## src/rtl/mux_pipe_stage_pkg.sv

```systemverilog
// Shared widths, select-width helper and beat record for the operand selector stage.
package mux_pkg;

    localparam int MUX_W_DATA = 32;
    localparam int MUX_W_REG  = 5;

    function automatic int sel_w(input int n);
        return (n <= 2) ? 1 : $clog2(n);
    endfunction

    typedef struct packed {
        logic [MUX_W_DATA-1:0] data;
        logic [MUX_W_REG-1:0]  sel;
        logic                  err;
    } beat_t;

endpackage

```

## src/rtl/mux_pipe_stage_if.sv

```systemverilog
// Producer/consumer handshake bundle for mux_pipe_stage; slave is the stage side.
interface mux_pipe_stage_if
    import mux_pkg::*;
#(
    parameter int WIDTH = MUX_W_DATA,
    parameter int N_IN  = 4
);
    localparam int SEL_W = sel_w(N_IN);

    logic [N_IN*WIDTH-1:0] in_bus;
    logic [SEL_W-1:0]      sel;
    logic                  in_valid;
    logic                  in_ready;
    logic                  flush;
    logic [WIDTH-1:0]      out_data;
    logic [SEL_W-1:0]      out_sel;
    logic                  out_valid;
    logic                  out_ready;
    logic                  sel_err;

    modport master (
        output in_bus, sel, in_valid, flush, out_ready,
        input  in_ready, out_data, out_sel, out_valid, sel_err
    );

    modport slave (
        input  in_bus, sel, in_valid, flush, out_ready,
        output in_ready, out_data, out_sel, out_valid, sel_err
    );

endinterface

```

## src/rtl/mux_pipe_stage_nway.sv

```systemverilog
// Combinational N_IN:1 channel select; out-of-range select yields DEFAULT_VAL.
module mux_nway #(
    parameter int               WIDTH       = 32,
    parameter int               N_IN        = 4,
    parameter int               SEL_W       = 2,
    parameter logic [WIDTH-1:0] DEFAULT_VAL = '0
) (
    input  logic [N_IN*WIDTH-1:0] in_bus,
    input  logic [SEL_W-1:0]      sel,
`ifdef MUX_SEL_ERR_EN
    output logic                  out_of_range,
`endif
    output logic [WIDTH-1:0]      data
);

    always_comb begin
        data = DEFAULT_VAL;
        for (int k = 0; k < N_IN; k++) begin
            if (sel == SEL_W'(k)) data = in_bus[k*WIDTH +: WIDTH];
        end
    end

`ifdef MUX_SEL_ERR_EN
    assign out_of_range = (int'(sel) >= N_IN);
`endif

endmodule

```

## src/rtl/mux_pipe_stage.sv

```systemverilog
// Registered N-way selector with 2-entry skid buffer, stall and flush.
// Define MUX_SEL_ERR_EN to carry a per-beat out-of-range select flag to sel_err.
module mux_pipe_stage
    import mux_pkg::*;
#(
    parameter int               WIDTH       = MUX_W_DATA,
    parameter int               N_IN        = 4,
    parameter logic [WIDTH-1:0] DEFAULT_VAL = '0
) (
    input  logic             clk,
    input  logic             reset,
    mux_pipe_stage_if.slave  bus
);

    localparam int SEL_W = sel_w(N_IN);

`ifdef MUX_SEL_ERR_EN
    typedef struct packed {
        logic [WIDTH-1:0] data;
        logic [SEL_W-1:0] sel;
        logic             err;
    } stage_beat_t;
`else
    typedef struct packed {
        logic [WIDTH-1:0] data;
        logic [SEL_W-1:0] sel;
    } stage_beat_t;
`endif

    logic [WIDTH-1:0] mux_data;
    stage_beat_t      beat_in;
    stage_beat_t      main_q, main_n, skid_q, skid_n;
    logic             main_v_q, main_v_n, skid_v_q, skid_v_n;
    logic             in_ready_q;
    logic             accept, pop;

`ifdef MUX_SEL_ERR_EN
    logic             mux_err;

    mux_nway #(
        .WIDTH       (WIDTH),
        .N_IN        (N_IN),
        .SEL_W       (SEL_W),
        .DEFAULT_VAL (DEFAULT_VAL)
    ) u_nway (
        .in_bus       (bus.in_bus),
        .sel          (bus.sel),
        .out_of_range (mux_err),
        .data         (mux_data)
    );

    assign beat_in.err = mux_err;
    assign bus.sel_err = main_q.err;
`else
    mux_nway #(
        .WIDTH       (WIDTH),
        .N_IN        (N_IN),
        .SEL_W       (SEL_W),
        .DEFAULT_VAL (DEFAULT_VAL)
    ) u_nway (
        .in_bus (bus.in_bus),
        .sel    (bus.sel),
        .data   (mux_data)
    );

    assign bus.sel_err = 1'b0;
`endif

    assign beat_in.data = mux_data;
    assign beat_in.sel  = bus.sel;

    assign accept = bus.in_valid && in_ready_q;
    assign pop    = main_v_q && bus.out_ready;

    // in_ready is never asserted while skid holds a beat, so skid-full never meets an accept.
    always_comb begin
        main_n   = main_q;
        main_v_n = main_v_q;
        skid_n   = skid_q;
        skid_v_n = skid_v_q;
        if (bus.flush) begin
            main_v_n = 1'b0;
            skid_v_n = 1'b0;
        end else if (!main_v_q || pop) begin
            if (skid_v_q) begin
                main_n   = skid_q;
                main_v_n = 1'b1;
                skid_v_n = 1'b0;
            end else if (accept) begin
                main_n   = beat_in;
                main_v_n = 1'b1;
            end else begin
                main_v_n = 1'b0;
            end
        end else if (accept) begin
            skid_n   = beat_in;
            skid_v_n = 1'b1;
        end
    end

    always_ff @(posedge clk or posedge reset) begin
        if (reset) begin
            main_q     <= '0;
            main_v_q   <= 1'b0;
            skid_q     <= '0;
            skid_v_q   <= 1'b0;
            in_ready_q <= 1'b1;
        end else begin
            main_q     <= main_n;
            main_v_q   <= main_v_n;
            skid_q     <= skid_n;
            skid_v_q   <= skid_v_n;
            in_ready_q <= !skid_v_n;
        end
    end

    assign bus.in_ready  = in_ready_q;
    assign bus.out_valid = main_v_q;
    assign bus.out_data  = main_q.data;
    assign bus.out_sel   = main_q.sel;

endmodule

```

## src/flat_wrapper.sv

```systemverilog
// flat-port wrapper written by rule: the top's interface ports become plain ports
module mux_pipe_stage_flat import mux_pkg::*;
#(
    parameter int               WIDTH       = MUX_W_DATA,
    parameter int               N_IN        = 4,
    parameter logic [WIDTH-1:0] DEFAULT_VAL = '0
)
  (clk, reset, bus_in_bus, bus_sel, bus_in_valid, bus_flush, bus_out_ready, bus_in_ready, bus_out_data, bus_out_sel, bus_out_valid, bus_sel_err);
  mux_pipe_stage_if #(.WIDTH(WIDTH), .N_IN(N_IN)) bus_i ();
  input  logic clk;
  input  logic reset;
  input wire logic [$bits(bus_i.in_bus)-1:0] bus_in_bus;
  input wire logic [$bits(bus_i.sel)-1:0] bus_sel;
  input wire logic [$bits(bus_i.in_valid)-1:0] bus_in_valid;
  input wire logic [$bits(bus_i.flush)-1:0] bus_flush;
  input wire logic [$bits(bus_i.out_ready)-1:0] bus_out_ready;
  output wire logic [$bits(bus_i.in_ready)-1:0] bus_in_ready;
  output wire logic [$bits(bus_i.out_data)-1:0] bus_out_data;
  output wire logic [$bits(bus_i.out_sel)-1:0] bus_out_sel;
  output wire logic [$bits(bus_i.out_valid)-1:0] bus_out_valid;
  output wire logic [$bits(bus_i.sel_err)-1:0] bus_sel_err;
  assign bus_i.in_bus = bus_in_bus;
  assign bus_i.sel = bus_sel;
  assign bus_i.in_valid = bus_in_valid;
  assign bus_i.flush = bus_flush;
  assign bus_i.out_ready = bus_out_ready;
  assign bus_in_ready = bus_i.in_ready;
  assign bus_out_data = bus_i.out_data;
  assign bus_out_sel = bus_i.out_sel;
  assign bus_out_valid = bus_i.out_valid;
  assign bus_sel_err = bus_i.sel_err;
  mux_pipe_stage #(.WIDTH(WIDTH), .N_IN(N_IN), .DEFAULT_VAL(DEFAULT_VAL)) u_core (.clk(clk), .reset(reset), .bus(bus_i));
endmodule
```

## config.mk

```make
export PLATFORM = sky130hd
export DESIGN_NAME = mux_pipe_stage_flat
export DESIGN_NICKNAME = d
export VERILOG_FILES = /design/src/rtl/mux_pipe_stage_pkg.sv /design/src/rtl/mux_pipe_stage_if.sv /design/src/rtl/mux_pipe_stage_nway.sv /design/src/rtl/mux_pipe_stage.sv /design/src/flat_wrapper.sv
export SDC_FILE = /design/constraint.sdc
export NUM_CORES = 1
export LEC_CHECK = 0
export ABC_AREA = 1
export BUFFER_PORTS_ARGS = -buffer_cell sky130_fd_sc_hd__buf_2
export CORE_MARGIN = 4
export CORE_UTILIZATION = 47
export DETAILED_ROUTE_END_ITERATION = 6
export PLACE_DENSITY = 0.9
export SETUP_SLACK_MARGIN = 0.3
export SLEW_MARGIN = 10
export SYNTH_ARGS = -nofsm -noshare
export SYNTH_HDL_FRONTEND = slang
export SYNTH_SLANG_ARGS = --single-unit
export TNS_END_PERCENT = 100
```

## constraint.sdc

```tcl
create_clock -name clk -period 5.6 [get_ports clk]
set_input_delay 0.56 -clock clk [delete_from_list [all_inputs] [get_ports clk]]
set_output_delay 0.56 -clock clk [all_outputs]
set_load 0.005 [all_outputs]
```

==> results of run 1 <==
[state kept, by name, indices dropped and copies added (netlist names)]
signal / flops
u_core.bus.out_valid: 1
u_core.skid_v_q: 1
u_core.bus.in_ready: 1
u_core.bus.out_data: 32
u_core.skid_q: 34
u_core.bus.out_sel: 2
[per-stage QoR]
step | total power [W] | area (um^2) | utilization
after floorplan | 0.0008897 | 4128 | -
after global placement | 0.001016 | 4865 | 0.5804
after detailed placement | 0.001039 | 4865 | 0.5804
after CTS | 0.001449 | 5064 | 0.6041
after global routing | 0.001525 | 5069 | 0.6047
final | 0.001433 | 5069 | 0.6047
[metal layers]
metal | global-route usage | routed length, um | share of wire
met3 | 0.03857 | 866 | 0.073
met5 | 0 | 0 | 0
met4 | 0.08487 | 125 | 0.011
met2 | 0.4125 | 5963 | 0.50
met1 | 0.2709 | 4938 | 0.42
[worst max-delay path, delay by kind of cell (launching register included)]
kind	cells	cell delay, ps
AO/OA/AOI/OAI	1	180
buffers and inverters	2	910
flip-flops	1	420
AND/OR/NAND/NOR	3	730
[layout make-up]
type,count,area (um^2),area share
multi-input combinational,473,2064,0.4073
timing repair buffer,172,865.8,0.1708
clock inverter,5,57.56,0.01136
tap,105,131.4,0.02592
clock buffer,11,141.4,0.02789
inverter,8,30.03,0.005924
sequential,71,1778,0.3508
[final timing paths]
check / startpoint / end / depth (start not counted)
max in group asynchronous: reset / u_core.skid_q[9] / 3
setup / recovery: u_core.skid_v_q / u_core.bus.out_sel[0] / 6
min in group asynchronous: reset / u_core.bus.out_sel[1] / 3
hold / removal: bus_flush / u_core.bus.out_valid / 2
hold reg to reg: u_core.bus.out_data[6] / u_core.bus.out_data[6] / 2
setup reg to reg: u_core.skid_v_q / u_core.bus.out_sel[0] / 6
[logic make-up (layout without fill, tap and decap cells)]
family,Yosys count,in the layout,share of synthesized area
DFF,71,71,0.4307
buffers and inverters,50,196,0.07214
and+or+nand+nor,402,402,0.4104
other,1,1,0.0009085
AOI/OAI and AO/OA,70,70,0.08578
[power groups by stage]
stage | sequential, W | clock [W] | combinational [W]
after global routing | 0.000703 | 0.000433 | 0.000390
after floorplan | 0.000690 | 0 | 0.000200
after CTS | 0.000688 | 0.000417 | 0.000344
after global placement | 0.000691 | 0 | 0.000325
after detailed placement | 0.000696 | 0 | 0.000343
final | 0.000689 | 0.000405 | 0.000339
[cell usage after synthesis]
cell,instances,area share
buf_6,10,0.027
dfstp_2,1,0.0064
a21oi_2,1,0.0021
buf_4,4,0.0073
o21ai_0,36,0.044
nand3_1,65,0.079
conb_1,1,0.00091
clkbuf_1,12,0.011
nor2_8,1,0.0049
or2_1,28,0.042
inv_1,6,0.0055
inv_2,2,0.0018
dfrtp_1,70,0.42
o21ai_1,33,0.040
nor2_1,66,0.060
nand2_4,1,0.0027
buf_2,16,0.019
nand2_1,237,0.22
or2_2,4,0.0061
==> results.yml, run 1 <==
status:
  run_status: "finished, final reports clean"
placed_design:
  pre_cts_ws_ps: 2839
  placed_cells: 829
  dp_hpwl_um: 8185
  port_buffers: 170
  routabilityCongestion: 0.8248
sta:
  worst_clock_skew_ps: 9.669
  maxSlewHeadroom: 0.2820
  finalHoldViolCount: 0
  min_period_ps: 2365
  rsz0062_at_grt: "false"
  worstMarginPinSlew_ps: 1077
  holdWs_ps: 466.8
  finalMaxSlewViolations: 0
  finalCritPeriodShare: 0.4223
  fin_setup_tns_ps: 0
  fin_ws_ps: 3235
  finalSetupViolCount: 0
  max_clock_freq_ghz: 0.4228
final_layout:
  diodes: 0
  syn_to_final_growth_pct: 22.79
  nets: 870
  final_cell_mix: "nand2_1 (236), buf_2 (170), dfrtp_1 (70)"
  stdcell_count: 845
  n_fill_cell: 771
  drive_gt1_frac: 0.2703
  mostFrequentLayoutCell: "nand2_1"
pwr:
  pwr-share-seq: 0.481
  p_sw_frac: 0.3077
  power_density_nw_per_um2: 282.8
  p_sw_w: 0.0004410
  p_leak_nw: 2.895
  power_frac_comb: 0.237
  pwr-share-clk: 0.282
  max-vdd-ir-drop_v: 0.0001228
  p_int_w: 0.0009923
worst_setup_path:
  required_ps: 5820
  crit_chain: "inv_2 -> a21oi_2 -> nand2_4 -> inv_1 -> nand2_1 -> nand2_1"
  regToRegSetupSlack_ps: 3230
  cp_common_cell: "nand2_1"
  crit_slowest_cell: "inv_2"
  crit_arrival_ps: 2590
  cp_max_fo: 67
  cp_slowest_stage_delay_ps: 760
  startpoint_type: "flop"
  end_kind: "flop"
  crit_type: "reg -> reg"
grt:
  grt_max_degree: 72
  grt_pass1_vias: 4269
  overflow: 0
  antenna_found_initial: 0
  grt_pass1_wl_um: 18770
  grt_usage: 0.2283
synthesis:
  ys_seq_area_frac: 0.4307
  synth.distinct_cells: 19
  synth_fp_nets: 729
  avgSynthCellArea_um2: 6.949
  syn_inst: 594
  yosys_warnings: 0
  ys_ff_latch: 71
  syn_area_um2: 4128
clock_tree:
  htree_levels: 3
  post_cts_buffers: 0
  clock_latency_ps: 330
  cts_sinks: 71
  cts_tree: "yes"
  clkTransAtPathRegs_ps: 80
  post_cts_resized: 0
  root_buffer: "clkbuf_8"
  numCtsBuffers: 9
  cts-hold-fix-buffers: 0
  cts_buffer_depth: 2
floorplan:
  fp-row-count: 33
  die_area_um2: 10350
  core_um2: 8382
  io_pins: 172
  die_x_um: 101.7
  die_y_um: 101.7
  start_util: 0.4925
flow_run:
  drv_cap: 0
detailed_routing:
  drtIter0Drc: 223
  vias: 4367
  wl_um: 11890
  first_pass_iters: 5
  antenna_left: 0
  drt-vias-per-instance: 5.168
  avgRoutedWirePerCell_um: 14.07
  drc_errors: 0
worst_hold_path:
  min_path_type: "in -> reg"
No activity file was read; power rests on OpenSTA's default activity.
==> run 2: changes to the inputs <==
--- a/config.mk
+++ b/config.mk
@@ -5,7 +5,7 @@
 export SDC_FILE = /design/constraint.sdc
 export NUM_CORES = 1
 export LEC_CHECK = 0
-export ABC_AREA = 1
+export ABC_AREA = 0
 export BUFFER_PORTS_ARGS = -buffer_cell sky130_fd_sc_hd__buf_2
 export CORE_MARGIN = 4
 export CORE_UTILIZATION = 47
==> constraint.sdc (replaced) <==
create_clock -name clk -period 2.5 [get_ports clk]
set_input_delay 0.25 -clock clk [delete_from_list [all_inputs] [get_ports clk]]
set_output_delay 0.25 -clock clk [all_outputs]
set_load 0.005 [all_outputs]
==> results.yml, run 2 <==
placed_design:
  routabilityCongestion: 0.7293
  port_buffers: 170
  dp_hpwl_um: 7074
  postPlaceCellArea_um2: 4896
  placed_cells: 497
flow_run:
  drv_cap: 0
final_layout:
  final_cell_mix: "buf_2 (170), mux2_2 (74), dfrtp_1 (70)"
  stdcell_count: 513
  regArea_um2: 1778
  diodes: 0
  multi_input_area_um2: 2051
  final_area_um2: 5127
  syn_to_final_growth_pct: 29.27
  drive_gt1_frac: 0.8039
  top_register: "u_core.skid_q"
  n_fill_cell: 635
  mostFrequentLayoutCell: "buf_2"
  nets: 538
  largest_register_ffs: 34
detailed_routing:
  drt-vias-per-instance: 5.368
  antenna_left: 0
  wl_um: 9488
  first_pass_iters: 4
  drc_errors: 0
  drtIter0Drc: 69
  avgRoutedWirePerCell_um: 18.50
  vias: 2754
floorplan:
  die_x_um: 99.87
  fp-row-count: 33
  die_area_um2: 9973
  core_um2: 8217
  die_y_um: 99.87
  start_util: 0.4827
  io_pins: 172
synthesis:
  synth_flop_cell: "dfrtp_1"
  synth.distinct_cells: 20
  avgSynthCellArea_um2: 16.95
  ys_seq_area_frac: 0.4483
  async_reset_ff_frac: 1.000
  synth_fp_nets: 369
  yosys.area.top_type: "dfrtp_1"
  synth_area_leaders: "dfrtp_1 (44%), mux2_2 (21%), mux4_2 (16%), mux2_4 (11%), mux4_1 (2.0%)"
  synth.most_common_cell: "mux2_2"
  ys_ff_latch: 71
  synth_edf_count: 0
  synth_common_cells: "mux2_2 (74), dfrtp_1 (70), mux4_2 (29)"
  syn_inst: 234
  yosys_warnings: 0
  yosysTopAreaCellShare: 0.4416
  syn_area_um2: 3966
grt:
  grt_pass1_wl_um: 15040
  grt_pass1_vias: 3124
  overflow: 0
  grt_max_degree: 38
  grt_usage: 0.1939
  antenna_found_initial: 1
clock_tree:
  root_buffer: "clkbuf_8"
  cts-hold-fix-buffers: 0
  post_cts_buffers: 0
  htree_levels: 3
  cts_sinks: 71
  cts_tree: "yes"
  numCtsBuffers: 9
  clock_latency_ps: 340
  cts_buffer_depth: 2
  post_cts_resized: 0
  clkTransAtPathRegs_ps: 80
sta:
  min_period_ps: 1795
  fin_setup_tns_ps: 0
  maxSlewHeadroom: 0.4363
  finalCritPeriodShare: 0.7179
  finalHoldViolCount: 0
  worstMarginPinSlew_ps: 845.5
  rsz0062_at_grt: "false"
  worst_clock_skew_ps: 11.50
  finalSetupViolCount: 0
  finalMaxSlewViolations: 0
  max_clock_freq_ghz: 0.5572
  holdWs_ps: 40.60
worst_hold_path:
  min_path_type: "in -> async"
worst_setup_path:
  cp_max_fo: 17
  crit_slowest_cell: "mux2_2"
  cp_slowest_stage_delay_ps: 370
  crit_arrival_ps: 2020
  startpoint_type: "flop"
  r2r_cells: 5
  required_ps: 2720
  crit_chain: "buf_4 -> a21oi_1 -> nor3b_4 -> buf_4 -> mux2_2"
  end_kind: "flop"
  crit_type: "reg -> reg"
  cp_common_cell: "buf_4"
  regToRegSetupSlack_ps: 710
pwr:
  max-vdd-ir-drop_v: 0.0003517
  power_density_nw_per_um2: 692.2
  p_leak_nw: 2.422
status:
  run_status: "finished, final reports clean"
run 2: layout make-up:
| cell class | count | share of cell area |
|---|---|---|
| inverters | 2 | 0.001464 |
| flip-flops and latches | 71 | 0.3468 |
| multi-input cells | 142 | 0.4000 |
| clock buffers | 11 | 0.02953 |
| well taps | 105 | 0.02562 |
| clock inverters | 5 | 0.01562 |
| repair buffers | 177 | 0.1811 |
run 2: worst max-delay path: cells and delay by family, from the launching register on:
family	cells	cell delay, ps
compound gates	1	140
buf+inv	2	600
flops	1	340
mux	1	370
simple gates	1	200
run 2: cell families (layout without fill, tap and decap cells):
| logic type | count (synthesis) | count (layout) | share of synthesized area |
|---|---|---|---|
| DFF | 71 | 71 | 0.4483 |
| buffers and inverters | 21 | 195 | 0.03786 |
| AOI/OAI and AO/OA | 2 | 2 | 0.002524 |
| muxes | 134 | 134 | 0.5006 |
| other | 1 | 1 | 0.0009455 |
| and+or+nand+nor | 5 | 5 | 0.009780 |
run 2: through the flow:
stage,setup WS [ps],util,total power (W)
CTS,690.5,0.6240,0.003590
floorplan,455.1,-,0.002173
detailed placement,493.8,0.5959,0.002537
global placement,535.1,0.5959,0.002471
finish,705.3,0.6240,0.003549
global route,585.0,0.6240,0.003748
run 2: where the power goes:
part	switching (W)	internal (W)
clock	0.000430	0.000615
sequential	0.000159	0.00145
combinational	0.000303	0.000594
total	0.000892	0.00266
run 2: layer usage:
layer / vias to the layer above / GRT usage / part of all wire
li1: 1244 / - / -
met4: 2 / 0.06828 / 0.016
met3: 15 / 0.05212 / 0.078
met2: 110 / 0.3422 / 0.52
met5: - / 0 / 0.00074
met1: 1383 / 0.2271 / 0.38
run 2: final timing paths:
check | to | startpoint
worst max-delay path | u_core.bus.out_data[31] | u_core.skid_v_q
worst min-delay path | u_core.bus.out_data[8] | reset
worst max register to register | u_core.bus.out_data[31] | u_core.skid_v_q
worst min register to register | u_core.bus.out_data[31] | u_core.bus.out_data[31]
max in group asynchronous | u_core.skid_q[17] | reset
min in group clk | u_core.bus.out_valid | bus_flush
==> run 3: changes to the inputs <==
--- a/config.mk
+++ b/config.mk
@@ -8,9 +8,9 @@
 export ABC_AREA = 0
 export BUFFER_PORTS_ARGS = -buffer_cell sky130_fd_sc_hd__buf_2
 export CORE_MARGIN = 4
-export CORE_UTILIZATION = 47
+export CORE_UTILIZATION = 43
 export DETAILED_ROUTE_END_ITERATION = 6
-export PLACE_DENSITY = 0.9
+export PLACE_DENSITY = 0.87
 export SETUP_SLACK_MARGIN = 0.3
 export SLEW_MARGIN = 10
 export SYNTH_ARGS = -nofsm -noshare
==> constraint.sdc (replaced) <==
create_clock -name clk -period 1.5 [get_ports clk]
set_input_delay 0.15 -clock clk [delete_from_list [all_inputs] [get_ports clk]]
set_output_delay 0.15 -clock clk [all_outputs]
set_load 0.005 [all_outputs]
==> results.yml, run 3 (synthesis gave the netlist of run 2 again) <==
status:
  run_status: "complete, but fails checks"
  failed_checks: "setup timing"
clock_tree:
  numCtsBuffers: 9
  cts_buffer_depth: 2
  root_buffer: "clkbuf_8"
  clkTransAtPathRegs_ps: 80
  cts_sinks: 71
  htree_levels: 3
  cts_tree: "yes"
  clock_latency_ps: 340
floorplan:
  die_x_um: 104.0
  die_area_um2: 10820
  io_pins: 172
  core_um2: 8848
  die_y_um: 104.0
  fp-row-count: 34
  start_util: 0.4482
grt:
  grt_max_degree: 37
  overflow: 0
  grt_pass1_vias: 3281
  grt_usage: 0.1898
  antenna_found_initial: 0
  grt_pass1_wl_um: 16320
sta:
  finalCritPeriodShare: 1.085
  finalSetupViolCount: 68
  fin_setup_tns_ps: -6240
  finalMaxSlewViolations: 0
  min_period_ps: 1628
  finalHoldViolCount: 0
  rsz0062_at_grt: "true"
  worst_clock_skew_ps: 15.02
  holdWs_ps: 67.42
  fin_ws_ps: -127.7
  max_clock_freq_ghz: 0.6144
final_layout:
  largest_register_ffs: 34
  regArea_um2: 1778
  final_area_um2: 5473
  diodes: 0
  top_register: "u_core.skid_q"
  multi_input_area_um2: 2130
  nets: 553
  drive_gt1_frac: 0.8156
  n_fill_cell: 676
  syn_to_final_growth_pct: 37.98
  fin_util: 0.6185
  mostFrequentLayoutCell: "buf_2"
  final_cell_mix: "buf_2 (170), dfrtp_1 (70), mux2_2 (56)"
pwr:
  power_density_nw_per_um2: 1119
  max-vdd-ir-drop_v: 0.0005126
  p_leak_nw: 2.592
worst_setup_path:
  cp_slowest_stage_delay_ps: 570
  cp_max_fo: 5
  required_ps: 1730
  crit_chain: "a21oi_2 -> nor3b_4 -> buf_6 -> buf_12 -> buf_16 -> mux2_4"
  crit_arrival_ps: 1860
  startpoint_type: "flop"
  crit_slowest_cell: "dfstp_2"
  end_kind: "flop"
  crit_type: "reg -> reg"
worst_hold_path:
  min_path_type: "in -> reg"
placed_design:
  dp_hpwl_um: 7187
  postPlaceCellArea_um2: 5061
  routabilityCongestion: 0.7436
  port_buffers: 170
  pre_cts_ws_ps: -326.6
detailed_routing:
  drtIter0Drc: 67
  drc_errors: 0
  first_pass_iters: 4
  vias: 2821
  wl_um: 10070
  drt-vias-per-instance: 5.313
  avgRoutedWirePerCell_um: 18.96
  antenna_left: 0
flow_run:
  drv_cap: 0
[run 3: worst max-delay path: cells and delay by family, from the launching register on]
kind                   cells  cell delay [ps]
buffers and inverters      3              390
AO/OA/AOI/OAI              1               80
multiplexers               1              290
AND/OR/NAND/NOR            1              180
flip-flops                 1              570
[run 3: path summary, 6_finish.rpt]
| path | slack, ps | start | cells past startpoint | endpoint |
|---|---|---|---|---|
| min | 70 | bus_flush | 2 | u_core.bus.out_valid |
| min in group asynchronous | 490 | reset | 4 | u_core.skid_q[12] |
| min reg2reg | 500 | u_core.bus.out_data[4] | 1 | u_core.bus.out_data[4] |
| max in group asynchronous | 660 | reset | 4 | u_core.bus.in_ready |
| max reg2reg | -130 | u_core.bus.in_ready | 6 | u_core.bus.out_data[29] |
| max | -130 | u_core.bus.in_ready | 6 | u_core.bus.out_data[29] |
[run 3: layout make-up]
| class | instances | area share |
|---|---|---|
| multi-input combinational | 142 | 0.3891 |
| sequential | 71 | 0.3249 |
| timing repair buffer | 192 | 0.2170 |
| clock buffer | 11 | 0.02766 |
| tap | 108 | 0.02469 |
| clock inverter | 5 | 0.01463 |
| inverter | 2 | 0.002058 |
[run 3: routing by layer]
metal | global-route usage | up-vias | wire (um)
met2 | 0.3552 | 115 | 5344
li1 | - | 1270 | -
met3 | 0.04780 | 11 | 684
met5 | 0 | - | 0
met4 | 0.05698 | 0 | 114
met1 | 0.2108 | 1425 | 3923
[run 3: stage by stage]
step                instances  power (W)
finish                    531   0.006123
global route              531   0.006446
CTS                       530   0.006183
detailed placement        506   0.004337
global placement          506   0.004236
floorplan                 234   0.003704
[run 3: power by group]
group          internal, W  switching, W  total (W)
Combinational      0.00113      0.000531    0.00166
Clock              0.00103      0.000746    0.00177
Sequential         0.00241      0.000280    0.00269
[run 3: repair_timing]
item	CTS	global route
hold buffers	1	0
gates cloned	3	1
hold endpoints to repair	70	0
setup endpoints to repair	71	71
pin swaps	1	0
setup buffers	4	0
resized for setup	7	1
